File: src/rtl/line_sram_bridge.sv
// Cache-line responder: turns one 512-bit line read/write into 16 accesses on a 32-bit sync SRAM.
// Latency: data_ready 17 cycles after acceptance for reads, 16 for writes; critical-word-first reads with LINE_BRIDGE_CWF_EN.
// Backpressure: initiator holds addr_valid until data_ready; bridge waits for addr_valid low before re-arming.
module line_sram_bridge #(
  parameter int ADDR_W     = 14,
  parameter int LINE_WORDS = 16
) (
  input  logic              clk,
  input  logic              rst,
  input  logic              chip_select,
  input  logic              addr_valid,
  input  logic [ADDR_W-1:0] addr,
  input  logic              data_valid,
  input  logic [511:0]      data_i,
  output logic              data_ready,
  output logic [511:0]      data_o,
  output logic              sram_en,
  output logic              sram_we,
  output logic [ADDR_W-3:0] sram_addr,
  output logic [31:0]       sram_wdata,
  input  logic [31:0]       sram_rdata
);

  localparam int IDX_W  = $clog2(LINE_WORDS);
  localparam int LINE_W = ADDR_W - 6;
  localparam logic [IDX_W-1:0] LAST_CNT = IDX_W'(LINE_WORDS - 1);

  typedef enum logic [2:0] {
    S_IDLE,
    S_RD,
    S_RD_LAST,
    S_WR,
    S_DONE,
    S_RELEASE
  } state_t;

  state_t             state_q, state_nxt;
  logic [LINE_W-1:0]  line_q;
  logic [511:0]       buf_q;
  logic [IDX_W-1:0]   idx_q;
  logic [IDX_W-1:0]   cnt_q;
  logic               cap_vld_q;
  logic [IDX_W-1:0]   cap_idx_q;
  logic               is_wr_q;
  logic               accept;
  logic [IDX_W-1:0]   rd_start;
  logic               unused_addr_lo;

  assign accept = (state_q == S_IDLE) && chip_select && addr_valid;

`ifdef LINE_BRIDGE_CWF_EN
  assign rd_start = addr[5:2];
`else
  assign rd_start = '0;
`endif
  assign unused_addr_lo = ^addr[5:0];

  // One buffer serves both directions: write data is latched here, read words overwrite it slot by slot.
  always_ff @(posedge clk or posedge rst) begin
    if (rst) begin
      state_q   <= S_IDLE;
      line_q    <= '0;
      buf_q     <= '0;
      idx_q     <= '0;
      cnt_q     <= '0;
      cap_vld_q <= 1'b0;
      cap_idx_q <= '0;
      is_wr_q   <= 1'b0;
    end else begin
      state_q   <= state_nxt;
      cap_vld_q <= (state_q == S_RD);
      cap_idx_q <= idx_q;
      case (state_q)
        S_IDLE: begin
          if (accept) begin
            line_q  <= addr[ADDR_W-1:6];
            buf_q   <= data_i;
            is_wr_q <= data_valid;
            cnt_q   <= '0;
            idx_q   <= data_valid ? '0 : rd_start;
          end
        end
        S_RD, S_WR: begin
          idx_q <= idx_q + 1'b1;
          cnt_q <= cnt_q + 1'b1;
        end
        default: ;
      endcase
      // SRAM returns the word one cycle after issue; it lands in its natural slot.
      if (cap_vld_q) begin
        buf_q[32*cap_idx_q +: 32] <= sram_rdata;
      end
    end
  end

  always_comb begin
    state_nxt  = state_q;
    sram_en    = 1'b0;
    sram_we    = 1'b0;
    sram_addr  = '0;
    sram_wdata = '0;
    data_ready = 1'b0;
    data_o     = '0;
    case (state_q)
      S_IDLE: begin
        if (chip_select && addr_valid) begin
          state_nxt = data_valid ? S_WR : S_RD;
        end
      end
      S_RD: begin
        sram_en   = 1'b1;
        sram_addr = {line_q, idx_q};
        if (cnt_q == LAST_CNT) begin
          state_nxt = S_RD_LAST;
        end
      end
      S_RD_LAST: begin
        state_nxt = S_DONE;
      end
      S_WR: begin
        sram_en    = 1'b1;
        sram_we    = 1'b1;
        sram_addr  = {line_q, idx_q};
        sram_wdata = buf_q[32*idx_q +: 32];
        if (cnt_q == LAST_CNT) begin
          state_nxt = S_DONE;
        end
      end
      S_DONE: begin
        data_ready = 1'b1;
        if (!is_wr_q) begin
          data_o = buf_q;
        end
        state_nxt = S_RELEASE;
      end
      S_RELEASE: begin
        // A request still held from the finished transaction must not be served twice.
        if (!addr_valid) begin
          state_nxt = S_IDLE;
        end
      end
      default: begin
        state_nxt = S_IDLE;
      end
    endcase
  end

endmodule
File: config.mk
export PLATFORM = sky130hd
export DESIGN_NAME = line_sram_bridge
export DESIGN_NICKNAME = d
export VERILOG_FILES = /design/src/rtl/line_sram_bridge.sv
export SDC_FILE = /design/constraint.sdc
export NUM_CORES = 2
export LEC_CHECK = 0
export BUFFER_PORTS_ARGS = -buffer_cell sky130_fd_sc_hd__clkbuf_2
export CORE_AREA = 2 2 438 440
export CTS_BUF_LIST = sky130_fd_sc_hd__clkbuf_4 sky130_fd_sc_hd__clkbuf_8
export DETAILED_ROUTE_END_ITERATION = 8
export DIE_AREA = 0 0 440 442
export PLACE_DENSITY = 0.33
export SYNTH_ARGS = -nofsm -noshare
export SYNTH_HDL_FRONTEND = slang
export SYNTH_SLANG_ARGS = --single-unit
export TNS_END_PERCENT = 5
File: constraint.sdc
create_clock -name clk -period 51 [get_ports clk]
set_clock_uncertainty 0.2 [all_clocks]
set_input_delay 10.2 -clock clk [delete_from_list [all_inputs] [get_ports clk]]
set_output_delay 10.2 -clock clk [all_outputs]
set_load 0.02 [all_outputs]
==> summary.txt <==
fin nets = 4570
worst min-delay path class = register to register
Final Core Density = 23.21%
Clock Latency Late Sink = 0.90 ns
commonest non-fill, non-tap cell in the layout = clkbuf_2
post-place instance area = 41440 µm²
WHS = 0.2747 ns
endpoints failing setup = 0
post-route cell area = 44000 µm²
met3 Use GR = 4.071%
Die Wd = 440 µm
grt met1 use = 26.61%
Final period util = 30.01%
commonest non-fill, non-tap cells in the layout = clkbuf_2, mux2i_1, dfrtp_1
largest net degree at the start of global routing = 226
HPWL after detailed placement = 161.8 mm
Fin Setup TNS = 0 ns
fin cells = 6624
outcome = finished, final reports clean
H-tree depth = 3
PwrDens = 59.05 nW/µm²
initial drt markers = 1685
Worst Setup Path Type = register to output port
Final Hold Viols = 0
Fmax = 65.34 MHz
Mean Syn Cell Area = 11.19 µm²
post-synthesis sequential area ratio = 40.67%
Num CTS Buffers = 116
I/O pins = 1122
max_cap viols = 0
crit path max fanout = 225
Via density = 4.418
Yosys cell types = 37
Die Span Y = 442 µm
slew margin rel. = 25.88%
most area-consuming cells after synthesis = dfrtp_1, mux2i_1, and2_1, mux4_2, nand2_1
Mapped Cells = 2953
initial antenna violation count = 56
vias in the first global route = 30.90k
worst path arrival time = 4.90 ns
overall power = 2.598 mW
synthesis-to-layout area growth = 33.17%
CTS tree = built
Routed WL = 219.4 mm
Yosys top cell area share = 40.67%
Crit. End Element = output port
Synth Register Bits = 537
setup bufs post-CTS = 0
yosys warns = 0
Worst-Margin Slew = 1.112 ns
CTS root buf = clkbuf_8
global placement routability congestion = 0.8702
CTS clk-pin slew, worst paths = 0.05 ns
cell taking the most area after synthesis = dfrtp_1
Detailed Routing Iterations Pass 1 = 5
remaining global-route overflow = 0
total number of vias = 29.27k
fraction of layout cells with a size suffix above 1 = 37.86%
Most Crowded Layer GR = met2
clock net sink count = 537
maximum vdd drop = 0.00005100 V
Final Max Tran Viols = 0
gr usage total = 21.91%
worst slack at placement = 36.45 ns
Post-CTS Hold Buffers = 0
placed cells = 6396
Port Buffers = 1115
Avg WL per Cell = 33.12 µm
critical path startpoint category = register
global-route wire length before repair = 290.1 mm
met2 usage = 38.50%
FP Rows = 160
Post-CTS Resized = 0
final period demand of the worst path = 15.30 ns
Starting Density = 17.43%
Post-Syn Nets = 3520
Bufs on Longest Clock Path = 3
worst setup margin = 35.70 ns
Post-Synthesis Cell Area = 33040 µm²
Core Area = 189600 µm²
drt drc = 0
Lkg Pwr = 22.43 nW
ANT nets after route = 0
Die ar. = 194500 µm²
RSZ-0062 raised after global routing = no
CP required = 40.60 ns
fill count = 20.86k
==> report_power, final <==
part	internal (mW)	switching, mW
logic	0.467	0.719
registers	0.635	0.242
clock network	0.297	0.238
total	1.40	1.20
==> area by class of cell <==
cell class	instances	area [µm²]	share of cell area, %
multi-input cells	2165	18720	42.55
flip-flops and latches	537	13450	30.56
repair buffers	1177	6096	13.85
well taps	2511	3142	7.140
clock buffers	187	2330	5.295
clock inverters	19	180.2	0.4095
diodes	22	55.05	0.1251
inverters	6	30.03	0.06825
==> worst max-delay path: stages, from the launching register on <==
cell and delay (ns):
dfrtp_1 0.54, nor3b_1 0.40, nor2b_4 0.23, buf_12 0.63, buf_4 0.81, buf_4 0.69
and2_1 0.34, clkbuf_2 0.22
==> registers in the layout, indices dropped and copies added, names as in the netlist <==
signal	flops
cap_vld_q	1
state_q	3
cnt_q	4
idx_q	4
buf_q	512
is_wr_q	1
cap_idx_q	4
line_q	8
==> kinds of logic after synthesis <==
family                   after synthesis  share of synthesized area, %
adder cells (fa/ha/maj)                4                        0.1515
multiplexers                        1092                         37.89
buffers and inverters                251                         3.313
AND/OR/NAND/NOR                      931                         15.21
AO/OA/AOI/OAI                        134                         2.662
flip-flops                           537                         40.67
XOR/XNOR                               4                        0.1060
==> layer usage <==
metal	wire [µm]	share of wire [%]
met4	6733	3.1
met1	90230	41
met3	10870	5.0
met5	165	0.075
met2	111400	51
==> path summary, 6_finish.rpt <==
| check | startpoint | end | slack [ns] | depth (start not counted) |
|---|---|---|---|---|
| max in group asynchronous | rst | buf_q[307] | 39.25 | 4 |
| max reg2reg | state_q[1] | buf_q[272] | 46.18 | 6 |
| min in group asynchronous | rst | buf_q[422] | 9.20 | 2 |
| max | state_q[1] | data_o[213] | 35.70 | 7 |
| min | line_q[3] | line_q[3] | 0.27 | 2 |
| min reg2reg | line_q[3] | line_q[3] | 0.27 | 2 |
==> synthesized netlist by cell type (all sizes together) <==
library cell and instances:
a21o 1, a21oi 28, a22oi 63, a31oi 34, and2 526, and3 1, and4 1, buf 120
clkbuf 125, dfrtp 537, ha 4, inv 6, mux2i 965, mux4 127, nand2 319, nand2b 4
nand3 7, nand3b 9, nand4 3, nor2 20, nor2b 26, nor3 2, nor3b 4, nor4 4
nor4b 3, nor4bb 1, o21a 1, o21ai 5, o21bai 1, o22ai 1, or4 1, xor2 4
(Power assumes the default switching activity.)
